==> config.mk <==
export PLATFORM = sky130hd
export DESIGN_NAME = regs_scb
export DESIGN_NICKNAME = d
export VERILOG_FILES = /design/src/rtl/regs_scb.sv
export SDC_FILE = /design/constraint.sdc
export NUM_CORES = 1
export LEC_CHECK = 0
export ABC_AREA = 1
export CAP_MARGIN = 20
export CORE_UTILIZATION = 50
export CTS_BUF_LIST = sky130_fd_sc_hd__clkbuf_16
export DETAILED_ROUTE_END_ITERATION = 8
export GPL_TIMING_DRIVEN = 0
export PLACE_DENSITY = 0.79
export SLEW_MARGIN = 20
export SYNTH_ARGS = -nofsm -noshare
export SYNTH_HDL_FRONTEND = slang
export SYNTH_SLANG_ARGS = --single-unit
==> constraint.sdc <==
create_clock -name i_clk -period 5.2 [get_ports i_clk]
set_clock_uncertainty 0.05 [all_clocks]
set_input_delay 1.04 -clock i_clk [delete_from_list [all_inputs] [get_ports i_clk]]
set_output_delay 1.04 -clock i_clk [all_outputs]
set_load 0.1 [all_outputs]
==> src/rtl/regs_scb.sv <==
// regs_scb: signed register file with two combinational read ports, a fast write
// port, a writeback port, a per-register busy scoreboard and a busy counter.
// Optional feature macro: REGS_BYPASS_EN (forward same-cycle writes to the read ports).
module regs_scb #(
    parameter int unsigned DATA_W = 6,
    parameter int unsigned NREGS  = 11,
    parameter int unsigned ADDR_W = 4
) (
    input  logic                     i_clk,
    input  logic                     i_rsn,
    input  logic [ADDR_W-1:0]        i_reg0,
    input  logic [ADDR_W-1:0]        i_reg1,
    output logic signed [DATA_W-1:0] o_data0,
    output logic signed [DATA_W-1:0] o_data1,
    output logic                     o_rdy0,
    output logic                     o_rdy1,
    input  logic [ADDR_W-1:0]        i_reg2,
    input  logic signed [DATA_W-1:0] i_data2,
    input  logic [ADDR_W-1:0]        i_reg3,
    input  logic signed [DATA_W-1:0] i_data3,
    input  logic [ADDR_W-1:0]        i_lock,
    output logic                     o_wr_err,
    output logic [ADDR_W-1:0]        o_busy_cnt
);

    logic signed [DATA_W-1:0] rrr [1:NREGS];
    logic [NREGS:1]           busy;
    logic [NREGS:1]           busy_nxt;
    logic                     v2;
    logic                     v3;
    logic                     vl;
    logic                     busy2;
    logic                     busyl;
    logic                     acc2;
    logic                     err_nxt;
    logic [ADDR_W-1:0]        cnt_nxt;

    // Classify write/lock addresses, sample pre-edge busy, decide acceptance and errors
    always_comb begin
        v2    = (i_reg2 != '0) && (i_reg2 <= ADDR_W'(NREGS));
        v3    = (i_reg3 != '0) && (i_reg3 <= ADDR_W'(NREGS));
        vl    = (i_lock != '0) && (i_lock <= ADDR_W'(NREGS));
        busy2 = 1'b0;
        busyl = 1'b0;
        for (int i = 1; i <= int'(NREGS); i++) begin
            if (i_reg2 == ADDR_W'(i)) busy2 = busy[i];
            if (i_lock == ADDR_W'(i)) busyl = busy[i];
        end
        // A fast write loses to a pending writeback and to a same-cycle writeback
        acc2    = v2 && !busy2 && !(v3 && (i_reg3 == i_reg2));
        err_nxt = (v2 && !acc2) || (vl && busyl && !(v3 && (i_reg3 == i_lock)));
    end

    // Next busy vector: writeback clears, a same-cycle lock wins; count is its popcount
    always_comb begin
        busy_nxt = busy;
        cnt_nxt  = '0;
        for (int i = 1; i <= int'(NREGS); i++) begin
            if (i_reg3 == ADDR_W'(i)) busy_nxt[i] = 1'b0;
            if (i_lock == ADDR_W'(i)) busy_nxt[i] = 1'b1;
            cnt_nxt = cnt_nxt + ADDR_W'(busy_nxt[i]);
        end
    end

    // Scoreboard, error pulse and busy counter
    always_ff @(posedge i_clk or negedge i_rsn) begin
        if (!i_rsn) begin
            busy       <= '0;
            o_wr_err   <= 1'b0;
            o_busy_cnt <= '0;
        end else begin
            busy       <= busy_nxt;
            o_wr_err   <= err_nxt;
            o_busy_cnt <= cnt_nxt;
        end
    end

    // Register storage; writeback has priority over the fast port
    always_ff @(posedge i_clk or negedge i_rsn) begin
        if (!i_rsn) begin
            for (int i = 1; i <= int'(NREGS); i++) rrr[i] <= '0;
        end else begin
            for (int i = 1; i <= int'(NREGS); i++) begin
                if (i_reg3 == ADDR_W'(i)) begin
                    rrr[i] <= i_data3;
                end else if (acc2 && (i_reg2 == ADDR_W'(i))) begin
                    rrr[i] <= i_data2;
                end
            end
        end
    end

    // Read ports; null addresses read 0 and ready
    always_comb begin
        o_data0 = '0;
        o_rdy0  = 1'b1;
        o_data1 = '0;
        o_rdy1  = 1'b1;
        for (int i = 1; i <= int'(NREGS); i++) begin
            if (i_reg0 == ADDR_W'(i)) begin
                o_data0 = rrr[i];
                o_rdy0  = !busy[i];
            end
            if (i_reg1 == ADDR_W'(i)) begin
                o_data1 = rrr[i];
                o_rdy1  = !busy[i];
            end
        end
`ifdef REGS_BYPASS_EN
        if (v3 && (i_reg0 == i_reg3)) begin
            o_data0 = i_data3;
            o_rdy0  = (i_lock != i_reg3);
        end else if (acc2 && (i_reg0 == i_reg2)) begin
            o_data0 = i_data2;
        end
        if (v3 && (i_reg1 == i_reg3)) begin
            o_data1 = i_data3;
            o_rdy1  = (i_lock != i_reg3);
        end else if (acc2 && (i_reg1 == i_reg2)) begin
            o_data1 = i_data2;
        end
`endif
    end

endmodule

* Word level (Yosys, flattened, before mapping) *
Cells that the tools add are included.

cells by class
  reduce and logical (&&, ||, !) cells = 51
  mux-type cells = 110
  add/subtract/negate cells = 10
  $lt $le $gt $ge = 3
  eq/ne operators = 57

operators by type and width
  kind                number
  $mux 6              44
  $eq 4x3->1 const B  20
  $eq 4x4->1 const B  20
  $mux 1              66
  $eq 4x2->1 const B  10
  $add 4x1->4         7
  $reduce_bool 2->1   11
  $logic_and 1x1->1   21
  $eq 4x1->1 const B  5
  $logic_not 1->1     15
  $le 4x4->1 const B  3
  $reduce_bool 4->1   3
  $eq 4x4->1          2
  $add 3x1->4         1
  $add 2x1->3         1
  $add 1x1->2         1
  $logic_or 1x1->1    1

word-level totals
  bits in registers = 82
  input bits = 34
  output and inout port bits = 19
  logic and storage cells = 245

* Longest topological paths before layout *
Gate-level depths: netlist of the first run.

  depth in word-level cells = 18
  depth in mapped cells = 16
  mapped depth without buffers = 15

* Least setup slack after synthesis of the first run *
OpenSTA, ideal clock, no wires.

  path kind = input to register
  start = in i_reg3[3]
  end = reg o_busy_cnt[1]
  stages on the path = 15
  arrival = 4.237 ns
  setup slack = 0.777 ns
  library setup time = 0.136 ns
  buffers on the path = 1
  data required time = 5.014 ns
  cells stage by stage = inv_2 nor2_1 inv_2 nor2_1 inv_1 clkbuf_1 a21oi_1 fa_1 fa_1 inv_1 fa_1 inv_1 fa_1 inv_1 fa_1

between the ends
  word-level cells in the longest chain between the ends = 13
  elaborated cells between the ends (all ways) = 43
  classes of those cells = add/sub (10); eq/ne (11); mux (22)

ends and longest elaborated chain
  element                                          line  source
  from (decl)                                      19    input logic [ADDR_W-1:0] i_reg3,
  $eq 4x1->1 / $eq 4x2->1 (equally long branches)  59    if (i_reg3 == ADDR_W'(i)) busy_nxt[i] = 1'b0;
  $mux 1                                           59
  $mux 1                                           60    if (i_lock == ADDR_W'(i)) busy_nxt[i] = 1'b1;
  $add 1x1->2                                      61    cnt_nxt = cnt_nxt + ADDR_W'(busy_nxt[i]);
  $add 2x1->3                                      61
  $add 3x1->4                                      61
  $add 4x1->4 (6 in a row)                         61
  $add 4x1->4 *                                    61
  named net cnt_nxt[1]                             36    logic [ADDR_W-1:0] cnt_nxt;
  to (signal assigned)                             74    o_busy_cnt <= cnt_nxt;
  to (decl)                                        23    output logic [ADDR_W-1:0] o_busy_cnt

Mark *: on every way through the listed nets, which the timed path passes. The rest lies on a longest branch.
A chain may end at the register's enable or synchronous reset.

* Final worst setup path of the first run *
  start = in i_reg3[2]
  end = reg o_busy_cnt[1]

between the ends
  elaborated cells between the ends (all ways) = 43
  classes of those cells = add/sub (10); eq/ne (11); mux (22)

RTL lines
  element                       line  source
  $eq 4x3->1                    59
  $mux 1                        59
  $mux 1                        60
  named net busy_nxt (one bit)  28    logic [NREGS:1] busy_nxt;
  $add 3x1->4                   61
  $add 4x1->4 (7 in a row)      61
  named net cnt_nxt[1]          36

The timed path passes the listed nets, and every way through them passes these cells.

==> results.json, run 1 <==
{
  "dieWidth_um": 113,
  "worstSetupEndpointType": "flip-flop",
  "drv_cap": 0,
  "grt_pass1_vias": 5979,
  "cts.clk_slew.worst_paths_ns": 0.06,
  "maxSlewHeadroom_pct": 33.8,
  "worstPathMaxFanout": 5,
  "cts_buffer_depth": 2,
  "n_antenna_cell": 0,
  "synth_seq_cells": 82,
  "rsz0062_at_grt": "false",
  "p_total_mw": 2.60,
  "cts_tree": "built",
  "drt-initial-drc-count": 711,
  "rows": 40,
  "syn_nets": 980,
  "synth_area_leaders": "dfrtp_1 (33%), nand2_1 (21%), nand3_1 (6.9%), inv_1 (6.3%), o21ai_0 (6.2%)",
  "avgViaCountPerCell": 5.72,
  "maxUsedRoutingLayer": "met4",
  "die_y_um": 113,
  "routed_wl_um": 20400,
  "post-route-min-period_ns": 5.02,
  "worstMarginPinSlew_ns": 0.990,
  "initial_utilization_pct": 51.2,
  "yosysSeqAreaShare_pct": 33.3,
  "postCtsHoldBufs": 0,
  "status": "finished, final reports clean",
  "htreeDepth": 3,
  "netlist_area_um2": 6150,
  "power.leakage_nw": 3.62,
  "drc": 0,
  "cts_buffers": 9,
  "wire_per_inst_um": 17.7,
  "async_flop_share_pct": 100,
  "syn-instance-count": 938,
  "drive_gt1_share_pct": 7.06,
  "grt_max_degree": 44,
  "cts-root-buf": "clkbuf_16",
  "clk_latency_ns": 0.36,
  "yosysUniqueCellTypes": 37,
  "startpoint_type": "primary input",
  "vias": 6591,
  "firstDrtPassIters": 5,
  "netlist_top_cells_count": "nand2_1 (338), inv_1 (103), nand3_1 (85)",
  "placed_area_um2": 6880,
  "routedLengthMet1_um": 8480,
  "grt_use_total_pct": 33.1,
  "wl_met2_um": 9170,
  "grt_overflow": 0,
  "required_ns": 5.38,
  "timing.fmax_ghz": 0.199,
  "vdd_drop_max_mv": 0.169,
  "grt_pass1_wl_um": 31600,
  "hpwl_um": 15200,
  "finalNetCount": 1043,
  "worst_hold_slack_ns": 0.458,
  "synth_top_area_share_pct": 33.3,
  "die_area_um2": 12800,
  "io_buffer_count": 52,
  "clock-sinks": 82,
  "fillCellCount": 1146,
  "synth_edf_count": 0,
  "route.met3.wl_um": 1670,
  "antenna_found_initial": 0,
  "ant_nets": 0,
  "hold_class": "reg -> reg",
  "fin_area_um2": 7170,
  "post-route-period-util_pct": 96.5,
  "synth_most_common_cell": "nand2_1",
  "finalHoldViolations": 0,
  "utilization_pct": 59.7,
  "worstPathArrival_ns": 5.20,
  "path_class": "in -> reg",
  "ys_warn_count": 0,
  "power_density_nw_per_um2": 362,
  "synthFlopType": "dfrtp_1",
  "syn_area_per_cell_um2": 6.56,
  "synthToLayoutAreaGrowth_pct": 16.6,
  "slew_viol_final": 0,
  "setup_viol": 0,
  "synth_area_leader_cell": "dfrtp_1",
  "io_pins": 53,
  "gp_congestion": 0.993,
  "core_um2": 12000
}
-- kinds of logic after synthesis --
group	count (synthesis)	synth area share, %
compound gates	132	12.0
xor+xnor	3	0.427
fa+ha+maj	8	2.48
buf+inv	151	9.90
flops	82	33.3
simple gates	562	41.8
-- registers in the layout, indices dropped and copies added, names as in the netlist --
register,flops
busy,11
o_busy_cnt,4
o_wr_err,1
rrr,66
-- repair_timing --
action                                  4_1_cts  5_1_grt
endpoints found under the setup margin        2        7
setup buffers                                 0        0
resized for setup                             2        7
-- final cells by class --
cell class,instances,area [um2],share of cell area [%]
inverter,120,450,6.28
multi-input combinational,705,3500,48.8
timing repair buffer,53,556,7.74
buffer,30,155,2.16
clock buffer,9,225,3.14
tap,147,184,2.56
sequential,82,2050,28.6
clock inverter,6,51.3,0.715
-- layout by cell type (no fill, tap or decap), types with 4 or more instances in the layout --
master,count
clkinv_1,6
nor2_1,73
o21ai_1,4
nand2_1,338
nand3_4,9
nor2_4,5
inv_2,12
buf_2,8
clkbuf_1,20
nand3_1,85
a21oi_1,23
inv_1,105
nand4_1,25
nand2_4,10
fa_1,7
o22ai_1,8
o21ai_0,76
dfrtp_1,82
clkdlybuf4s50_1,44
o221ai_1,10
dlymetal6s2s_1,5
nor3_1,6
clkbuf_16,9
-- final timing paths --
path                                      from                       to  slack [ns]  cells past startpoint
max                                  i_reg3[2]  o_busy_cnt[1]$_DFF_PN0_        0.18                     15
min                        rrr[52]$_DFFE_PN0P_      rrr[52]$_DFFE_PN0P_        0.46                      2
max reg2reg                  busy[6]$_DFF_PN0_  o_busy_cnt[1]$_DFF_PN0_        1.61                     11
min reg2reg                rrr[52]$_DFFE_PN0P_      rrr[52]$_DFFE_PN0P_        0.46                      2
max in group asynchronous                i_rsn      rrr[11]$_DFFE_PN0P_        3.87                      2
min in group asynchronous                i_rsn      rrr[50]$_DFFE_PN0P_        0.62                      1
-- stage by stage --
step	TNS, ns	instances	setup WS (ns)
floorplan	0	938	0.777
global placement	-1.32	1137	-0.246
detailed placement	-0.406	1138	-0.281
CTS	0	1153	0.00876
global route	0	1152	0.0349
finish	0	1152	0.180
-- per-layer routing --
metal	GRT usage, %	up-vias
li1	-	3157
met1	44.4	3023
met2	51.6	349
met3	4.28	62
met4	19.7	0
met5	0	-
-- critical path, stage by stage --
cell             delay (ns)
clkdlybuf4s50_1        0.57
inv_1                  0.11
nor2_2                 0.12
inv_1                  0.10
nor2_1                 0.34
o21ai_0                0.26
fa_1                   0.55
inv_1                  0.05
fa_1                   0.52
inv_1                  0.05
fa_1                   0.53
inv_1                  0.06
fa_1                   0.40
inv_1                  0.09
fa_1                   0.40
-- report_power, final --
part	total [mW]	internal [mW]	switching (mW)	leakage (nW)
registers	0.949	0.802	0.146	1.02
logic	1.03	0.319	0.715	2.46
clock network	0.615	0.362	0.253	0.145
total	2.60	1.48	1.12	3.62
Note: power is estimated with default switching activity, not from simulation.
==> inputs of run 2 (changes only) <==
--- a/config.mk
+++ b/config.mk
@@ -8,7 +8,7 @@
 export ABC_AREA = 1
 export CAP_MARGIN = 20
 export CORE_UTILIZATION = 50
-export CTS_BUF_LIST = sky130_fd_sc_hd__clkbuf_16
+export CTS_BUF_LIST = sky130_fd_sc_hd__clkbuf_4
 export DETAILED_ROUTE_END_ITERATION = 8
 export GPL_TIMING_DRIVEN = 0
 export PLACE_DENSITY = 0.79
==> results.json, run 2 (synthesis results as in run 1) <==
{
  "utilization_pct": 58.4,
  "post_cts_buffers": 0,
  "power_density_nw_per_um2": 335,
  "layout_common_cells": "nand2_1 (338), inv_1 (103), nand3_1 (85)",
  "synthToLayoutAreaGrowth_pct": 14.1,
  "cpMaxStageDelayCell": "clkdlybuf4s50_1",
  "worstPathMaxFanout": 10,
  "routed_wl_um": 20200,
  "core_um2": 12000,
  "die_y_um": 113,
  "ant_nets": 0,
  "drive_gt1_share_pct": 7.06,
  "worstPathArrival_ns": 5.33,
  "rows": 40,
  "clk_latency_ns": 0.49,
  "cts-root-buf": "clkbuf_4",
  "largest_reg_flops": 66,
  "vdd_drop_max_mv": 0.132,
  "worstMarginPinSlew_ns": 0.992,
  "cts_buffers": 9,
  "gp_congestion": 0.993,
  "worst_hold_slack_ns": 0.472,
  "setup_tns_ns": 0,
  "crit_top_cell": "fa_1",
  "grt_overflow": 0,
  "finalNetCount": 1044,
  "crit_chain": "clkdlybuf4s50_1 -> inv_2 -> nor2_1 -> inv_2 -> nor2_1 -> inv_1 -> clkbuf_1 -> a21oi_1 -> fa_1 -> fa_1 -> inv_1 -> fa_1 -> inv_1 -> fa_1 -> inv_1 -> fa_1",
  "largest_register": "rrr",
  "die_area_um2": 12800,
  "drv_cap": 0,
  "numPlacedInstances": 1138,
  "slew_viol_final": 0,
  "hpwl_um": 15200,
  "power.leakage_nw": 3.55,
  "finalHoldViolations": 0,
  "grt_use_total_pct": 33.0,
  "post-route-period-util_pct": 96.2,
  "cts_tree": "built",
  "p_total_mw": 2.35,
  "antenna_found_initial": 0,
  "fillCellCount": 1167,
  "post-route-min-period_ns": 5.00,
  "status": "finished, final reports clean",
  "reg_top3": "rrr x66, busy x11, o_busy_cnt x4",
  "stdcell_count": 1153,
  "grt_pass1_wl_um": 31400,
  "initial_utilization_pct": 51.2,
  "final_common_cell": "nand2_1",
  "grt_max_degree": 44,
  "rsz0062_at_grt": "false",
  "n_antenna_cell": 0,
  "max_stage_delay_ns": 0.59,
  "avgViaCountPerCell": 5.65,
  "wire_per_inst_um": 17.5,
  "cts.clk_slew.worst_paths_ns": 0.14,
  "hold_class": "in -> async",
  "io_pins": 53,
  "startpoint_type": "primary input",
  "maxSlewHeadroom_pct": 33.7,
  "firstDrtPassIters": 6,
  "cts_buffer_depth": 2,
  "drt-initial-drc-count": 675,
  "clock-sinks": 82,
  "path_class": "in -> reg",
  "dieWidth_um": 113,
  "drc": 0,
  "postCtsHoldBufs": 0,
  "required_ns": 5.53,
  "grt_pass1_vias": 5919,
  "post_cts_resized": 2,
  "worstSetupEndpointType": "flip-flop",
  "vias": 6509,
  "timing.fmax_ghz": 0.200,
  "htreeDepth": 3,
  "io_buffer_count": 52,
  "setup_viol": 0
}
[run 2: per-layer routing]
layer,vias up,track usage (%),routed length [um]
met5,-,0,0
met2,307,50.9,9080
li1,3149,-,-
met3,58,4.45,1730
met4,0,17.5,840
met1,2995,45.3,8570
[run 2: metrics by stage]
stage	instance area, um2	setup slack (ns)
after floorplan	6150	0.777
after global placement	6860	-0.246
after detailed placement	6880	-0.281
after CTS	7010	0.00879
after global routing	7020	0.0133
final	7020	0.200
[run 2: layout make-up]
type                    count  area [um2]  area share [%]
inverters                 120         450            6.42
flip-flops and latches     82        2050            29.2
repair buffers             53         556            7.91
clock buffers              11        82.6            1.18
well taps                 147         184            2.62
clock inverters             4        43.8           0.624
multi-input cells         705        3490            49.8
plain buffers              31         159            2.26
[run 2: worst paths after layout]
kind	start	endpoint	slack [ns]	cells past startpoint
max reg2reg	busy[6]$_DFF_PN0_	o_busy_cnt[1]$_DFF_PN0_	1.63	11
max	i_reg3[3]	o_busy_cnt[1]$_DFF_PN0_	0.20	16
min	i_rsn	rrr[21]$_DFFE_PN0P_	0.47	1
min reg2reg	rrr[52]$_DFFE_PN0P_	rrr[52]$_DFFE_PN0P_	0.47	2
max in group asynchronous	i_rsn	rrr[11]$_DFFE_PN0P_	4.01	2
min in group i_clk	rrr[52]$_DFFE_PN0P_	rrr[52]$_DFFE_PN0P_	0.47	2
[run 2: power breakdown]
| part | switching (mW) | internal, mW | leakage (nW) |
|---|---|---|---|
| sequential | 0.146 | 0.799 | 1.02 |
| clock | 0.226 | 0.152 | 0.0741 |
| combinational | 0.714 | 0.318 | 2.46 |
| total | 1.09 | 1.27 | 3.55 |
[run 2: critical path: cells and delay by family]
family / cells / cell delay [ns]
adders and majority gates: 5 / 2.33
buffers and inverters: 8 / 1.26
AOI/OAI and AO/OA: 1 / 0.36
and+or+nand+nor: 2 / 0.32
==> inputs of run 3 (changes only) <==
--- a/config.mk
+++ b/config.mk
@@ -10,6 +10,7 @@
 export CORE_UTILIZATION = 50
 export CTS_BUF_LIST = sky130_fd_sc_hd__clkbuf_4
 export DETAILED_ROUTE_END_ITERATION = 8
+export GPL_ROUTABILITY_DRIVEN = 1
 export GPL_TIMING_DRIVEN = 0
 export PLACE_DENSITY = 0.79
 export SLEW_MARGIN = 20
==> results of run 3 <==
No change in the layout: final DEF, timing and power equal those of run 2.
